## config.mk

```make
export PLATFORM = sky130hd
export DESIGN_NAME = cpu_test_monitor
export DESIGN_NICKNAME = d
export VERILOG_FILES = /design/src/rtl/cpu_test_monitor.sv
export SDC_FILE = /design/constraint.sdc
export NUM_CORES = 1
export LEC_CHECK = 0
export ABC_AREA = 1
export CAP_MARGIN = 20
export CORE_AREA = 3 3 131 133
export CTS_CLUSTER_DIAMETER = 150
export DETAILED_ROUTE_END_ITERATION = 7
export DIE_AREA = 0 0 134 136
export PLACE_DENSITY = 0.65
export SLEW_MARGIN = 40
export SYNTH_ARGS = -nofsm -noshare
export SYNTH_HDL_FRONTEND = slang
export SYNTH_SLANG_ARGS = --single-unit
```

## constraint.sdc

```tcl
create_clock -name clk -period 2.12 [get_ports clk]
set_clock_uncertainty 0.15 [all_clocks]
set_input_delay 0.212 -clock clk [delete_from_list [all_inputs] [get_ports clk]]
set_output_delay 0.212 -clock clk [all_outputs]
set_load 0.02 [all_outputs]
```

## src/rtl/cpu_test_monitor.sv

```systemverilog
// cpu_test_monitor: run controller and end-of-test self-checker for the cpu/rom/ram trio.
// Holds the core in reset, runs it until a tohost store or a cycle timeout, then checks
// probe lanes against expected values and reports a sticky verdict plus run cycle count.
// Optional trace message on verdict: define CPU_TEST_MONITOR_TRACE_EN.
module cpu_test_monitor #(
  parameter int unsigned DATA_WIDTH     = 32,
  parameter int unsigned ADDR_WIDTH     = 32,
  parameter int unsigned NUM_PROBES     = 4,
  parameter logic [63:0] TOHOST_ADDR    = 64'h0000_1000,
  parameter int unsigned RESET_CYCLES   = 1,
  parameter int unsigned TIMEOUT_CYCLES = 500,
  parameter int unsigned REQUIRE_TOHOST = 0,
  localparam int unsigned IDX_W = (NUM_PROBES > 1) ? $clog2(NUM_PROBES) : 1,
  localparam int unsigned CNT_W = $clog2(TIMEOUT_CYCLES + 1)
) (
  input  logic                             clk,
  input  logic                             reset_n,
  input  logic                             mem_wr_sig,
  input  logic [ADDR_WIDTH-1:0]            mem_addr,
  input  logic [DATA_WIDTH-1:0]            mem_wr_data,
  input  logic [NUM_PROBES*DATA_WIDTH-1:0] probe_data,
  input  logic [NUM_PROBES*DATA_WIDTH-1:0] expected_data,
  input  logic [NUM_PROBES-1:0]            probe_en,
  output logic                             cpu_reset_n,
  output logic                             done,
  output logic                             pass,
  output logic [1:0]                       fail_code,
  output logic [IDX_W-1:0]                 mismatch_idx,
  output logic [CNT_W-1:0]                 cycle_count
);

  localparam int unsigned HOLD_W = $clog2(RESET_CYCLES + 1);

  localparam logic [ADDR_WIDTH-1:0] TOHOST_A     = ADDR_WIDTH'(TOHOST_ADDR);
  localparam logic [CNT_W-1:0]      TIMEOUT_LAST = CNT_W'(TIMEOUT_CYCLES - 1);
  localparam logic [CNT_W-1:0]      TIMEOUT_MAX  = CNT_W'(TIMEOUT_CYCLES);
  localparam logic [HOLD_W-1:0]     HOLD_LAST    = HOLD_W'(RESET_CYCLES);

  localparam logic [1:0] ST_HOLD  = 2'd0;
  localparam logic [1:0] ST_RUN   = 2'd1;
  localparam logic [1:0] ST_CHECK = 2'd2;
  localparam logic [1:0] ST_DONE  = 2'd3;

  // Parameter sanity: refuse to build rather than silently truncate or misbehave.
  if (NUM_PROBES < 1 || NUM_PROBES > 16) begin : g_bad_probes
    $error("cpu_test_monitor: NUM_PROBES must be in 1..16");
  end
  if (RESET_CYCLES < 1 || TIMEOUT_CYCLES < 1) begin : g_bad_cycles
    $error("cpu_test_monitor: RESET_CYCLES and TIMEOUT_CYCLES must be >= 1");
  end
  if (ADDR_WIDTH < 64) begin : g_addr_chk
    if ((TOHOST_ADDR >> ADDR_WIDTH) != 64'd0) begin : g_bad_tohost
      $error("cpu_test_monitor: TOHOST_ADDR does not fit in ADDR_WIDTH");
    end
  end

  logic [1:0]            r_state;
  logic [1:0]            w_state_next;
  logic [HOLD_W-1:0]     r_hold_cnt;
  logic                  r_cpu_reset_n;
  logic                  r_done;
  logic                  r_pass;
  logic [1:0]            r_fail_code;
  logic [IDX_W-1:0]      r_mismatch_idx;
  logic [CNT_W-1:0]      r_cycle_count;
  logic                  r_th_seen;
  logic [DATA_WIDTH-1:0] r_th_val;

  logic                  w_tohost_hit;
  logic                  w_timeout;
  logic                  w_mis_any;
  logic [IDX_W-1:0]      w_mis_idx;
  logic [1:0]            w_code;

  assign w_tohost_hit = mem_wr_sig && (mem_addr == TOHOST_A);
  // Count reaches TIMEOUT_CYCLES on this edge.
  assign w_timeout    = (r_cycle_count == TIMEOUT_LAST);

  // Next-state: HOLD -> RUN -> CHECK -> DONE; DONE only leaves through reset_n.
  always_comb begin
    w_state_next = r_state;
    unique case (r_state)
      ST_HOLD:  if (r_hold_cnt == HOLD_LAST) w_state_next = ST_RUN;
      ST_RUN:   if (w_tohost_hit || w_timeout) w_state_next = ST_CHECK;
      ST_CHECK: w_state_next = ST_DONE;
      default:  w_state_next = ST_DONE;
    endcase
  end

  // Lowest enabled lane whose observed value differs from the expected one.
  always_comb begin
    w_mis_any = 1'b0;
    w_mis_idx = '0;
    for (int i = int'(NUM_PROBES) - 1; i >= 0; i--) begin
      if (probe_en[i] &&
          (probe_data[i*DATA_WIDTH +: DATA_WIDTH] != expected_data[i*DATA_WIDTH +: DATA_WIDTH]))
      begin
        w_mis_any = 1'b1;
        w_mis_idx = IDX_W'(i);
      end
    end
  end

  // Verdict priority: missing tohost, bad tohost value, probe mismatch, pass.
  always_comb begin
    w_code = 2'd0;
    if ((REQUIRE_TOHOST != 0) && !r_th_seen) begin
      w_code = 2'd3;
    end else if (r_th_seen && (r_th_val != DATA_WIDTH'(1))) begin
      w_code = 2'd1;
    end else if (w_mis_any) begin
      w_code = 2'd2;
    end
  end

  // State register and the reset hold counter that releases the core.
  always_ff @(posedge clk) begin
    if (!reset_n) begin
      r_state       <= ST_HOLD;
      r_hold_cnt    <= '0;
      r_cpu_reset_n <= 1'b0;
    end else begin
      r_state <= w_state_next;
      if (r_state == ST_HOLD) begin
        if (r_hold_cnt == HOLD_LAST) begin
          r_cpu_reset_n <= 1'b1;
        end else begin
          r_hold_cnt <= r_hold_cnt + HOLD_W'(1);
        end
      end
    end
  end

  // RUN bookkeeping: cycle counter and tohost capture (a store wins over a same-cycle timeout).
  always_ff @(posedge clk) begin
    if (!reset_n) begin
      r_cycle_count <= '0;
      r_th_seen     <= 1'b0;
      r_th_val      <= '0;
    end else if (r_state == ST_RUN) begin
      if (r_cycle_count != TIMEOUT_MAX) begin
        r_cycle_count <= r_cycle_count + CNT_W'(1);
      end
      if (w_tohost_hit) begin
        r_th_seen <= 1'b1;
        r_th_val  <= mem_wr_data;
      end
    end
  end

  // Verdict capture in CHECK; done/pass raised one edge later and then frozen.
  always_ff @(posedge clk) begin
    if (!reset_n) begin
      r_fail_code    <= 2'd0;
      r_mismatch_idx <= '0;
      r_done         <= 1'b0;
      r_pass         <= 1'b0;
    end else if (r_state == ST_CHECK) begin
      r_fail_code    <= w_code;
      r_mismatch_idx <= w_mis_idx;
    end else if ((r_state == ST_DONE) && !r_done) begin
      r_done <= 1'b1;
      r_pass <= (r_fail_code == 2'd0);
    end
  end

`ifdef CPU_TEST_MONITOR_TRACE_EN
  logic [DATA_WIDTH-1:0] r_trace_exp;
  logic [DATA_WIDTH-1:0] r_trace_got;

  // Keep the values behind a failure so the message can quote them.
  always_ff @(posedge clk) begin
    if (!reset_n) begin
      r_trace_exp <= '0;
      r_trace_got <= '0;
    end else if (r_state == ST_CHECK) begin
      if (w_code == 2'd1) begin
        r_trace_exp <= DATA_WIDTH'(1);
        r_trace_got <= r_th_val;
      end else begin
        r_trace_exp <= expected_data[w_mis_idx*DATA_WIDTH +: DATA_WIDTH];
        r_trace_got <= probe_data[w_mis_idx*DATA_WIDTH +: DATA_WIDTH];
      end
    end
  end

  // One message per run, on the first DONE cycle.
  always_ff @(posedge clk) begin
    if (reset_n && (r_state == ST_DONE) && !r_done) begin
      if (r_fail_code == 2'd0) begin
        $display("cpu: pass %0d cycles", r_cycle_count);
      end else begin
        $display("cpu: fail code %0d lane %0d expected %0d got %0d",
                 r_fail_code, r_mismatch_idx, r_trace_exp, r_trace_got);
      end
    end
  end
`else
  // Default build: no trace output, verdict logic unchanged.
`endif

  assign cpu_reset_n  = r_cpu_reset_n;
  assign done         = r_done;
  assign pass         = r_pass;
  assign fail_code    = r_fail_code;
  assign mismatch_idx = r_mismatch_idx;
  assign cycle_count  = r_cycle_count;

endmodule

```

Word-level counts from Yosys, hierarchy flattened
Index checks and enable logic that the tools add are counted.
Cells by class
  add/sub/neg operators: 2
  equal/unequal tests: 13
  multiplexer cells: 14
  bitwise gates (word level): 1
  reductions and logical operators: 16
Operator list (number)
  $ne 32x32->1: 4
  $eq 32x13->1 const B: 1
  $ne 32x1->1 const B: 1
  $mux 2: 8
  $reduce_and 2->1: 5
  $add 9x1->9 const B: 1
  $eq 9x9->1 const B: 1
  $ne 9x9->1 const B: 1
  $logic_and 1x1->1: 7
  $mux 1: 5
  $eq 2x2->1 const B: 2
  $logic_not 2->1: 2
  $ne 2x2->1 const B: 2
  $pmux 2 s2: 1
  $eq 2x1->1 const B: 1
  $add 1x1->1 const B: 1
  $logic_not 1->1: 1
  $logic_or 1x1->1: 1
  $not 1->1: 1
Storage, ports and cells
  register bits: 52
  output and inout bits: 16

Logic depth before layout (Yosys ltp)
Gate-level depths: netlist of run 1.
  depth after elaboration: 8
  gate-level depth with buffers: 13
  gate-level depth less buffers: 13

Least setup slack after synthesis of run 1
Ideal clock, no wire load.
  kind: flip-flop to flip-flop
  start: register r_cycle_count[0], in the netlist cycle_count[0]
  end: register r_cycle_count[5], in the netlist cycle_count[5]
  library setup time: 115 ps
  arrival: 1495 ps
  path slack: 360 ps
  cell stages (with the launch flop): 10
  path buffers: 0
  cell sequence: dfxtp_1 -> inv_1 -> ha_1 -> nand3_1 -> o21ai_4 -> nor2_1 -> nand2_1 -> nor2_1 -> a21oi_1 -> o21a_1
On the way
  word-level cells in the longest chain between the ends: 2
  elaborated cells between the ends (all ways): 3
RTL lines
  start: declaration: RTL line 65  | logic [CNT_W-1:0] r_cycle_count;
  start signal: assignment: RTL line 142  | r_cycle_count <= r_cycle_count + CNT_W'(1);
  branches (longest 2 deep; another with $add 9x1->9)
Parallel ways; which one is timed is not known.
A chain may end at the register's enable or synchronous reset.

Worst setup path after layout of run 1
  start: input port mem_addr[1]
  end: register r_th_val[21]
On the way
  word-level cells in the longest chain between the ends: 3
RTL lines
  start: declaration: RTL line 19  | input logic [ADDR_WIDTH-1:0] mem_addr,
  $eq 32x13->1: RTL line 75  | assign w_tohost_hit = mem_wr_sig && (mem_addr == TOHOST_A);
  $logic_and 1x1->1: RTL line 75
  $reduce_and 2->1 (no source line)
  end signal: assignment: RTL line 146  | r_th_val <= mem_wr_data;
  end: declaration: RTL line 67  | logic [DATA_WIDTH-1:0] r_th_val;
No other way between the ends.

==> results of run 1 <==
[logic make-up (layout without fill, tap and decap cells)]
family | after synthesis | count (layout) | share of synthesized area [%]
and+or+nand+nor | 312 | 312 | 32.1
AOI/OAI and AO/OA | 59 | 59 | 9.69
DFF | 52 | 52 | 25.8
adders and majority gates | 2 | 2 | 0.621
buffers and inverters | 66 | 415 | 6.74
xor gates and xnor gates | 115 | 115 | 25.0
[metal layers]
layer / track usage (%) / up-vias
met5: 0 / -
met4: 1.94 / 0
met3: 3.85 / 13
met2: 31.3 / 167
met1: 18.9 / 1973
li1: - / 2588
[area by class of cell]
class / instances / area [um^2] / share of cell area, %
sequential: 52 / 1040 / 13.1
inverter: 56 / 210 / 2.64
multi-input combinational: 488 / 2720 / 34.2
clock buffer: 6 / 129 / 1.62
timing repair buffer: 351 / 3540 / 44.6
tap: 216 / 270 / 3.40
clock inverter: 2 / 38.8 / 0.488
[worst min path at each step]
stage / from / to / slack [ns]
6_report: r_th_val[9]$_SDFFE_PN0P_ / r_th_val[9]$_SDFFE_PN0P_ / 0.31
5_1_grt: mem_wr_data[19] / r_th_val[19]$_SDFFE_PN0P_ / 0.32
4_1_cts: r_th_val[9]$_SDFFE_PN0P_ / r_th_val[9]$_SDFFE_PN0P_ / 0.31
3_5_place_dp: r_th_val[9]$_SDFFE_PN0P_ / r_th_val[9]$_SDFFE_PN0P_ / 0.30
3_3_place_gp: r_th_val[6]$_SDFFE_PN0P_ / r_th_val[6]$_SDFFE_PN0P_ / 0.30
2_1_floorplan: reset_n / cycle_count[0]$_SDFFE_PN0P_ / 0.20
[power by group]
part	switching [mW]	total [mW]	internal, mW	leakage, nW
clock	0.359	0.921	0.562	0.0815
sequential	0.0268	1.04	1.01	0.420
combinational	0.382	1.18	0.796	2.43
total	0.768	3.14	2.37	2.93
[worst max-delay path, delay by kind of cell]
family / cells / cell delay [ns]
compound gates: 1 / 0.05
buf+inv: 2 / 0.57
simple gates: 6 / 1.04
[flip-flops by register name, indices dropped and copies added, names as in the netlist]
register	count
cycle_count	9
mismatch_idx	2
pass	1
r_hold_cnt	1
done	1
r_state	2
r_th_val	32
fail_code	2
r_th_seen	1
cpu_reset_n	1
[Yosys cell counts (all sizes together)]
| cell | count |
|---|---|
| o21a | 1 |
| nor4 | 9 |
| nand3 | 13 |
| or2 | 6 |
| buf | 7 |
| ha | 2 |
| clkinv | 1 |
| nand2 | 185 |
| a21oi | 36 |
| nor2 | 80 |
| clkbuf | 3 |
| inv | 55 |
| nand3b | 1 |
| dfxtp | 52 |
| a211oi | 10 |
| o21ba | 1 |
| nor3b | 2 |
| nand4 | 6 |
| xnor2 | 115 |
| nor3 | 10 |
| a31oi | 1 |
| o21ai | 10 |
[per-stage QoR]
step | area [um^2] | cells | setup TNS (ns) | setup WS [ns] | total power [mW]
2_1_floorplan | 4030 | 606 | 0 | 0.360 | 1.47
3_3_place_gp | 7780 | 1163 | -0.225 | -0.0271 | 2.24
3_5_place_dp | 7780 | 1163 | -0.139 | -0.0222 | 2.25
4_1_cts | 7950 | 1171 | 0 | 0.281 | 3.18
5_1_grt | 7950 | 1171 | 0 | 0.102 | 3.32
6_report | 7950 | 1171 | 0 | 0.263 | 3.14
==> results.sh, run 1 <==
export IMPL_hold_depth=2
export IMPL_routedWlPerCell_um=13.4
export IMPL_status="completed"
export IMPL_cp_max_fo=21
export IMPL_ctsResizeCount=0
export IMPL_slew_headroom_pct=62.3
export IMPL_grt_pass1_wl_mm=23.4
export IMPL_r2r_start="cycle_count[5]$_SDFFE_PN0P_"
export IMPL_postSynthAreaPerCell_um2=6.65
export IMPL_cts_setup_buffers=0
export IMPL_grt_antenna_before_repair=0
export IMPL_die_h_um=136
export IMPL_syn_area_mm2=0.00403
export IMPL_synth_top_area_share_pct=25.8
export IMPL_min_path_type="register to register"
export IMPL_rsz0062_at_grt="no"
export IMPL_r2r_end="cycle_count[6]$_SDFFE_PN0P_"
export IMPL_routed_via_density=4.05
export IMPL_htree_levels=2
export IMPL_fill_cells=1597
export IMPL_drv_cap=0
export IMPL_wl_mm=15.7
export IMPL_hold_viol_final=0
export IMPL_port_buffers=342
export IMPL_finalCritPeriodShare_pct=87.6
export IMPL_ir_drop_mv=0.256
export IMPL_pin_count=343
export IMPL_slowest_delay_ns=0.39
export IMPL_rrSetupSlack_ns=0.30
export IMPL_final_cell_mix="clkdlybuf4s50_1, nand2_1, xnor2_1"
export IMPL_yosysSeqAreaShare_pct=25.8
export IMPL_root_buffer="clkbuf_16"
export IMPL_drt_met1_wl_mm=6.18
export IMPL_startpoint_type="input pin"
export IMPL_fmax_ghz=0.539
export IMPL_cp_required_ns=2.12
export IMPL_utilization_pct=49.9
export IMPL_finalSetupViolCount=0
export IMPL_tightest_slew_ns=0.564
export IMPL_clock_sinks=52
export IMPL_gp_congestion=0.820
export IMPL_syn2layout_area_growth_pct=97.2
export IMPL_critical_path_most_common_cell="nor2_1"
export IMPL_layout_commonest_cell="clkdlybuf4s50_1"
export IMPL_syn_nets=935
export IMPL_initial_core_util_pct=25.3
export IMPL_layout_min_cycle_time_ns=1.86
export IMPL_cp_startpoint="mem_addr[1]"
export IMPL_whs_ns=0.309
export IMPL_slew_viol_final=0
export IMPL_clk_latency_ns=0.29
export IMPL_drtAntennaViolNets=0
export IMPL_syn_inst=606
export IMPL_grt_pass1_vias=4634
export IMPL_worst_setup_path_type="input pin to register"
export IMPL_cts_tree="yes"
export IMPL_wl_met3_mm=1.04
export IMPL_crit_end="r_th_val[21]$_SDFFE_PN0P_"
export IMPL_antenna_cells=0
export IMPL_drcViolationCount=0
export IMPL_powerDensity_mw_per_mm2=395
export IMPL_drive_above_1_share_pct=3.98
export IMPL_synth_seq_cells=52
export IMPL_cts_max_path_buffers=2
export IMPL_worst_r2r_path_depth=9
export IMPL_cts_clk_slew_worst_paths_ns=0.07
export IMPL_yosysWarningCount=0
export IMPL_cp_slowest_cell="clkdlybuf4s50_1"
export IMPL_dieArea_mm2=0.0182
export IMPL_die_w_um=134
export IMPL_num_vias=4741
export IMPL_crit_path_end_kind="register"
export IMPL_layout_nets=1283
export IMPL_postCtsHoldBufs=0
export IMPL_p_leak_nw=2.93
export IMPL_met2_length_mm=8.36
export IMPL_netlist_top_cell_by_area="dfxtp_1"
export IMPL_hpwl_mm=14.2
export IMPL_synthDistinctLibCells=32
export IMPL_grt_max_degree=23
export IMPL_cts_buffers=5
export IMPL_first_pass_iters=4
export IMPL_synthTopCellsByArea="dfxtp_1, xnor2_1, nand2_1"
export IMPL_core_mm2=0.0159
export IMPL_highest_layer="met4"
export IMPL_grt_usage_pct=16.3
export IMPL_rows=46
export IMPL_grt_overflow=0
export IMPL_crit_chain="clkdlybuf4s50_1 -> or2_1 -> nor4_1 -> nand3_1 -> nor2_1 -> nand2_1 -> buf_12 -> nor2_1 -> a211oi_2"
export IMPL_dr_first_iter_drc_count=157
export IMPL_crit_arrival_ns=1.86
Note: power is estimated with default switching activity, not from simulation.
==> inputs of run 2 (changes only) <==
--- a/config.mk
+++ b/config.mk
@@ -11,7 +11,7 @@
 export CTS_CLUSTER_DIAMETER = 150
 export DETAILED_ROUTE_END_ITERATION = 7
 export DIE_AREA = 0 0 134 136
-export PLACE_DENSITY = 0.65
+export PLACE_DENSITY_LB_ADDON = 0.2
 export SLEW_MARGIN = 40
 export SYNTH_ARGS = -nofsm -noshare
 export SYNTH_HDL_FRONTEND = slang
==> run 2 against run 1 <==
Against the previous run: core utilization decreased by 0.20 points; global-route usage increased by 1.1 points; sequential cell count unchanged; clock power increased by 1%; combinational power about the same; setup slack improved by 0.052 ns; routed wire length increased by 4.9%; critical path depth unchanged; final cell count decreased by 0.17%; clock-buffer cell count unchanged.
==> results.sh, run 2 (synthesis gave the netlist of run 1 again) <==
export IMPL_finalSetupViolCount=0
export IMPL_cts_tree="yes"
export IMPL_rows=46
export IMPL_initial_core_util_pct=25.3
export IMPL_layout_nets=1280
export IMPL_dr_first_iter_drc_count=152
export IMPL_cp_required_ns=2.15
export IMPL_htree_levels=2
export IMPL_crit_arrival_ns=1.83
export IMPL_tightest_slew_ns=0.355
export IMPL_num_vias=4793
export IMPL_hold_viol_final=0
export IMPL_cts_setup_buffers=0
export IMPL_powerDensity_mw_per_mm2=398
export IMPL_setup_ws_ns=0.315
export IMPL_pin_count=343
export IMPL_postCtsHoldBufs=0
export IMPL_cp_max_fo=21
export IMPL_cts_buffers=5
export IMPL_crit_path_end_kind="register"
export IMPL_clk_latency_ns=0.29
export IMPL_grt_max_degree=42
export IMPL_hpwl_mm=14.8
export IMPL_min_path_type="register to register"
export IMPL_layout_commonest_cell="clkdlybuf4s50_1"
export IMPL_grt_pass1_wl_mm=25.0
export IMPL_finalInstanceArea_mm2=0.00792
export IMPL_rrSetupSlack_ns=0.32
export IMPL_finalCritPeriodShare_pct=85.2
export IMPL_p_leak_nw=2.92
export IMPL_ir_drop_mv=0.372
export IMPL_startpoint_type="input pin"
export IMPL_dieArea_mm2=0.0182
export IMPL_final_cell_mix="clkdlybuf4s50_1, nand2_1, xnor2_1"
export IMPL_pre_cts_ws_ns=0.0263
export IMPL_fmax_ghz=0.554
export IMPL_drive_above_1_share_pct=3.68
export IMPL_cts_clk_slew_worst_paths_ns=0.07
export IMPL_tns_ns=0
export IMPL_syn2layout_area_growth_pct=96.4
export IMPL_layout_min_cycle_time_ns=1.81
export IMPL_gp_congestion=0.860
export IMPL_grt_usage_pct=17.4
export IMPL_root_buffer="clkbuf_16"
export IMPL_routedWlPerCell_um=14.1
export IMPL_status="completed"
export IMPL_clock_sinks=52
export IMPL_place_area_mm2=0.00774
export IMPL_worst_setup_path_type="input pin to register"
export IMPL_drv_cap=0
export IMPL_core_mm2=0.0159
export IMPL_grt_antenna_before_repair=2
export IMPL_cts_max_path_buffers=2
export IMPL_largest_reg_flops=32
export IMPL_grt_overflow=0
export IMPL_die_h_um=136
export IMPL_grt_pass1_vias=4926
export IMPL_drtAntennaViolNets=0
export IMPL_first_pass_iters=4
export IMPL_drcViolationCount=0
export IMPL_ctsResizeCount=0
export IMPL_wl_mm=16.5
export IMPL_routed_via_density=4.10
export IMPL_top_register="r_th_val"
export IMPL_fill_cells=1592
export IMPL_die_w_um=134
export IMPL_slew_headroom_pct=76.1
export IMPL_port_buffers=342
export IMPL_rsz0062_at_grt="no"
export IMPL_slew_viol_final=0
-- run 2: cell types whose count changed in the layout (fill, tap and decap cells not counted), sizes merged --
| cell | change |
|---|---|
| buf | -3 |
| diode | +1 |
-- run 2: worst max-delay path, stage by stage --
cell	delay, ns
clkdlybuf4s50_1	0.39
or2_1	0.25
nor4_1	0.25
nand3_1	0.10
nor2_1	0.15
nand2_1	0.11
buf_12	0.18
nor2_1	0.13
a211oi_2	0.04
-- run 2: power by group --
group          switching [mW]  leakage (nW)  total (mW)  internal [mW]
registers              0.0273         0.420        1.04           1.01
logic                   0.392          2.41        1.19          0.793
clock network           0.369        0.0815       0.931          0.563
-- run 2: worst paths after layout --
path,startpoint,to,cells after the start
hold reg to reg,r_th_val[9]$_SDFFE_PN0P_,r_th_val[9]$_SDFFE_PN0P_,2
setup / recovery,mem_addr[1],r_th_val[26]$_SDFFE_PN0P_,9
setup reg to reg,cycle_count[5]$_SDFFE_PN0P_,cycle_count[5]$_SDFFE_PN0P_,9
hold / removal,r_th_val[9]$_SDFFE_PN0P_,r_th_val[9]$_SDFFE_PN0P_,2
-- run 2: layout make-up --
cell class / count / area (um^2) / area share [%]
clock buffer: 6 / 129 / 1.63
multi-input combinational: 488 / 2720 / 34.3
tap: 216 / 270 / 3.41
sequential: 52 / 1040 / 13.2
inverter: 56 / 210 / 2.66
antenna: 1 / 2.50 / 0.0316
timing repair buffer: 348 / 3510 / 44.3
clock inverter: 2 / 38.8 / 0.490
-- run 2: metrics by stage --
step | utilization, % | hold slack [ns] | std cells | power [mW]
global placement | 48.6 | 0.298 | 1160 | 2.25
floorplan | - | 0.200 | 606 | 1.47
CTS | 49.6 | 0.312 | 1168 | 3.20
detailed placement | 48.6 | 0.301 | 1160 | 2.25
global route | 49.6 | 0.329 | 1168 | 3.34
finish | 49.6 | 0.312 | 1169 | 3.15
-- run 2: per-layer routing --
layer,wire length (um),vias up,GRT usage [%]
met4,333,2,3.71
li1,-,2583,-
met2,8470,178,33.2
met3,1360,23,5.70
met5,11,-,0
met1,6320,2007,18.5
==> inputs of run 3 (changes only) <==
--- a/config.mk
+++ b/config.mk
@@ -12,6 +12,7 @@
 export DETAILED_ROUTE_END_ITERATION = 7
 export DIE_AREA = 0 0 134 136
 export PLACE_DENSITY_LB_ADDON = 0.2
+export SETUP_SLACK_MARGIN = 0.2
 export SLEW_MARGIN = 40
 export SYNTH_ARGS = -nofsm -noshare
 export SYNTH_HDL_FRONTEND = slang
==> run 3 against run 2 <==
Against the previous run: register-to-register slack improved by 0.03 ns; combinational power barely moved; maximum frequency is 1.4% lower; die area stayed put; non-clock buffer count is the same; first-iteration DRC count rose by 6.6%; critical endpoint unchanged; clock power hardly changed; final cell count is the same; global-route usage is the same.
==> results.sh, run 3 (synthesis gave the netlist of run 1 again) <==
export IMPL_dieArea_mm2=0.0182
export IMPL_grt_usage_pct=17.4
export IMPL_port_buffers=342
export IMPL_cts_max_path_buffers=2
export IMPL_drtAntennaViolNets=0
export IMPL_slew_headroom_pct=76.1
export IMPL_die_w_um=134
export IMPL_cp_max_fo=21
export IMPL_routed_via_density=4.11
export IMPL_worst_setup_path_type="input pin to register"
export IMPL_clock_sinks=52
export IMPL_fill_cells=1593
export IMPL_path_delay_family="simple AND/OR/NAND/NOR gates"
export IMPL_power_mw=3.15
export IMPL_drv_cap=0
export IMPL_final_cell_mix="clkdlybuf4s50_1, nand2_1, xnor2_1"
export IMPL_initial_core_util_pct=25.3
export IMPL_rsz0062_at_grt="yes"
export IMPL_rows=46
export IMPL_slew_viol_final=0
export IMPL_met1_usage_pct=18.5
export IMPL_slowest_delay_ns=0.40
export IMPL_crit_arrival_ns=1.86
export IMPL_num_vias=4805
export IMPL_grt_use_met3_pct=5.70
export IMPL_top_usage_layer="met2"
export IMPL_finalCritPeriodShare_pct=86.4
export IMPL_min_path_type="register to register"
export IMPL_syn2layout_area_growth_pct=96.6
export IMPL_startpoint_type="input pin"
export IMPL_hold_viol_final=0
export IMPL_ir_drop_mv=0.372
export IMPL_crit_chain="clkdlybuf4s50_1 -> or2_1 -> nor4_2 -> nand3_1 -> nor2_1 -> nand2_1 -> buf_12 -> nor2_1 -> a211oi_2"
export IMPL_dr_first_iter_drc_count=162
export IMPL_cts_buffers=5
export IMPL_p_sw_share_pct=25.0
export IMPL_crit_path_end_kind="register"
export IMPL_clk_latency_ns=0.29
export IMPL_routedWlPerCell_um=14.1
export IMPL_first_pass_iters=4
export IMPL_p_switching_mw=0.790
export IMPL_pwr_share_comb_pct=37.6
export IMPL_tns_ns=0
export IMPL_grt_pass1_vias=4926
export IMPL_core_mm2=0.0159
export IMPL_tightest_slew_ns=0.355
export IMPL_drive_above_1_share_pct=3.99
export IMPL_critical_path_most_common_cell="nor2_1"
export IMPL_clockPowerShare_pct=29.5
export IMPL_grtUsageMet2_pct=33.2
export IMPL_finalSetupViolCount=0
export IMPL_gp_congestion=0.860
export IMPL_path_buf_inv=2
export IMPL_cp_slowest_cell="clkdlybuf4s50_1"
export IMPL_layout_min_cycle_time_ns=1.83
export IMPL_largest_reg_flops=32
export IMPL_grt_max_degree=42
export IMPL_fmax_ghz=0.546
export IMPL_top_register="r_th_val"
export IMPL_p_int_mw=2.36
export IMPL_hpwl_mm=14.8
export IMPL_die_h_um=136
export IMPL_whs_ns=0.312
export IMPL_powerDensity_mw_per_mm2=398
export IMPL_cp_required_ns=2.15
export IMPL_cts_clk_slew_worst_paths_ns=0.07
export IMPL_root_buffer="clkbuf_16"
export IMPL_cts_tree="yes"
export IMPL_layout_commonest_cell="clkdlybuf4s50_1"
export IMPL_status="completed"
export IMPL_drcViolationCount=0
export IMPL_layout_nets=1280
export IMPL_grt_pass1_wl_mm=25.0
export IMPL_htree_levels=2
export IMPL_grt_overflow=0
export IMPL_grt_antenna_before_repair=2
export IMPL_pwr_share_seq_pct=32.8
export IMPL_wl_mm=16.5
export IMPL_p_leak_nw=2.92
export IMPL_pin_count=343
-- run 3: cell types whose count changed in the layout (fill, tap and decap cells not counted) --
cell | previous run | this run
nor2_1 | 79 | 78
dfxtp_2 | 0 | 1
nor2_2 | 1 | 2
dfxtp_1 | 52 | 51
nor4_1 | 7 | 6
nor4_2 | 2 | 3
-- run 3: worst reg2reg max path, delay by kind of cell (launching register included) --
kind	cells	cell delay, ns
adders and majority gates	1	0.20
AOI/OAI and AO/OA	2	0.16
DFF	1	0.36
and+or+nand+nor	5	0.73
buffers and inverters	1	0.10
-- run 3: repair_timing --
item / in CTS / in global routing
endpoints found under the setup margin: 0 / 10
hold buffers: 0 / 0
resized for setup: 0 / 3
buffers inserted: 0 / 0
-- run 3: final cells by class --
type                       count  area [um^2]  share of cell area (%)
timing repair buffer         348         3510                    44.2
multi-input combinational    488         2730                    34.4
sequential                    52         1040                    13.2
tap                          216          270                    3.41
inverter                      56          210                    2.65
clock buffer                   6          129                    1.63
clock inverter                 2         38.8                   0.489
antenna                        1         2.50                  0.0316
-- run 3: layer usage --
metal,wire length (um),vias to the layer above
met5,11,-
met4,333,2
met3,1340,23
met2,8510,178
met1,6340,2021
li1,-,2581
-- run 3: per-stage QoR --
stage / instance area [um^2] / utilization [%] / setup WS (ns) / instances
CTS: 7910 / 49.6 / 0.311 / 1168
detailed placement: 7740 / 48.6 / 0.0263 / 1160
finish: 7930 / 49.7 / 0.289 / 1169
floorplan: 4030 / - / 0.360 / 606
global placement: 7740 / 48.6 / 0.0379 / 1160
global route: 7920 / 49.7 / 0.175 / 1168
-- run 3: power groups by stage --
stage	Clock, mW	Combinational (mW)	Sequential [mW]
detailed placement	0	1.19	1.06
global placement	0	1.18	1.06
global route	1.00	1.30	1.04
CTS	0.961	1.20	1.04
floorplan	0	0.394	1.08
finish	0.932	1.19	1.04
-- run 3: path summary, 6_finish.rpt --
| path | from | end | slack, ns | cells past startpoint |
|---|---|---|---|---|
| max reg2reg | cycle_count[0]$_SDFFE_PN0P_ | cycle_count[6]$_SDFFE_PN0P_ | 0.35 | 9 |
| max | mem_addr[23] | r_th_val[26]$_SDFFE_PN0P_ | 0.29 | 9 |
| min | r_th_val[9]$_SDFFE_PN0P_ | r_th_val[9]$_SDFFE_PN0P_ | 0.31 | 2 |
| min reg2reg | r_th_val[9]$_SDFFE_PN0P_ | r_th_val[9]$_SDFFE_PN0P_ | 0.31 | 2 |
==> RTL edit, RTL diff (flow settings as in run 1) <==
One comparison of `r_cycle_count` changes from == to >=.
--- a/src/rtl/cpu_test_monitor.sv
+++ b/src/rtl/cpu_test_monitor.sv
@@ -74,7 +74,7 @@
 
   assign w_tohost_hit = mem_wr_sig && (mem_addr == TOHOST_A);
   // Count reaches TIMEOUT_CYCLES on this edge.
-  assign w_timeout    = (r_cycle_count == TIMEOUT_LAST);
+  assign w_timeout    = (r_cycle_count >= TIMEOUT_LAST);
 
   // Next-state: HOLD -> RUN -> CHECK -> DONE; DONE only leaves through reset_n.
   always_comb begin
Function: no difference found for any inputs over 10 cycles, from zero or initial values and one cycle with reset_n low; that may be too few to reach the edited logic, so the function may still have changed.
==> RTL edit against run 1 <==
- sequential cell count unchanged
- sequential power about the same
- die area unchanged
- clock power about the same
- synthesized area down 0.78%
- global-route usage up 2.1 points
- setup slack worse by 0.085 ns
- cell area down 0.90%
- hold slack worse by 0.014 ns
- largest cell class unchanged
- total power up 1.2%
- wire length up 11%
- non-clock buffer count down 3
==> RTL edit: results (changes against run 1) <==
* Outcome: finished, final reports clean (unchanged)
* Power share of the clock group at 29.0% (was 29.4%)
* Largest net degree at the start of global routing at 45 (was 23)
* Worst slew pin tran at 0.498 ns (was 0.564 ns)
* Synth area leaders: dfxtp_1, xnor2_1, nand2_1 (unchanged)
* Final GP Congestion at 0.829 (was 0.820)
* Vias per cell at 4.13 (was 4.05)
* Crit path max fanout at 8 (was 21)
* CP peak stage delay at approximately 0.38 ns
* Synthesized Nets at 959 (was 935)
* Commonest cells in the netlist: nand2_1, xnor2_1, nor2_1, inv_1, dfxtp_1 (was nand2_1, xnor2_1, nor2_1, dfxtp_1, inv_1)
* Synth Area per Inst at 6.35 um2 (was 6.65 um2)
* Worst Path Arrival at 1.95 ns (was 1.86 ns)
* Static leakage power at 2.95 nW (was 2.93 nW)
* Placed Cells at 1,183 (was 1,163)
* First DRT Iteration DRCs at 196 (was 157)
* Tot GR Track Use at 18.4% (was 16.3%)
* Sw frac at 25.2% (was 24.5%)
* Ys Warns at 0 (unchanged)
* Pre-CTS WS at -0.00770 ns (was -0.0222 ns)
* Number of flip-flops under the largest register name at 32 (unchanged)
* Initial antenna violation count at 4 (was 0)
* Register area share after synthesis at 26.0% (was 25.8%)
* Drt wl/cell at 14.6 um (was 13.4 um)
* Share of cells above drive strength 1 at 1.95% (was 3.98%)
* VDD IR max at 0.000403 V (was 0.000256 V)
* Vias in the first global route at 4,963 (was 4,634)
* Global-route wire length before repair at 26,000 um (was 23,400 um)
* Pwr Total at 0.00317 W (was 0.00314 W)
* Post-DP HPWL at 15,700 um (was 14,200 um)
* Layout Nets at 1,303 (was 1,283)
* Clock H-tree levels at 2 (unchanged)
* Synth cell types at 27 (was 32)
* Routed WL at 17,400 um (was 15,700 um)
* Slowest cell on the critical path: dfxtp_1 (was clkdlybuf4s50_1)
## RTL edit: cell types whose count changed after synthesis, sizes merged, moves of 2 or more
cell,delta
a211oi,-9
a21oi,+12
buf,-2
clkbuf,+3
inv,+3
nand2,+35
nand3,-2
nor2,-8
nor3,-3
nor4,+3
o21ai,-2
or2,-2
xnor2,-4
## RTL edit: cell families (layout without fill, tap and decap cells)
group,Yosys count,in the layout,synth area share [%]
other,0,4,0
AO/OA/AOI/OAI,60,60,7.79
adder cells (fa/ha/maj),2,2,0.626
XOR/XNOR,111,111,24.3
flip-flops,52,52,26.0
AND/OR/NAND/NOR,334,334,34.0
buffers and inverters,71,416,7.26
## RTL edit: final timing paths
check                              startpoint                     endpoint  slack, ns  cells past startpoint
setup reg to reg  cycle_count[0]$_SDFFE_PN0P_  cycle_count[8]$_SDFFE_PN0P_       0.18                      8
hold / removal              pass$_SDFFE_PN0P_            pass$_SDFFE_PN0P_       0.29                      2
hold reg to reg             pass$_SDFFE_PN0P_            pass$_SDFFE_PN0P_       0.29                      2
setup / recovery  cycle_count[0]$_SDFFE_PN0P_  cycle_count[8]$_SDFFE_PN0P_       0.18                      8
## RTL edit: layout make-up
class                           instances  area, um2
Antenna cell                            4       10.0
Clock buffer                            6        129
Clock inverter                          2       38.8
Fill cell                            1629       8070
Inverter                               60        226
Multi-Input combinational cell        507       2670
Sequential cell                        52       1040
Tap cell                              216        270
Timing Repair Buffer                  348       3490
## RTL edit: layer usage
| metal | track usage [%] | vias up | part of all wire [%] |
|---|---|---|---|
| li1 | - | 2647 | - |
| met4 | 5.94 | 0 | 2.0 |
| met5 | 0 | - | 0 |
| met2 | 34.0 | 171 | 52 |
| met1 | 20.7 | 2099 | 38 |
| met3 | 4.55 | 15 | 7.1 |
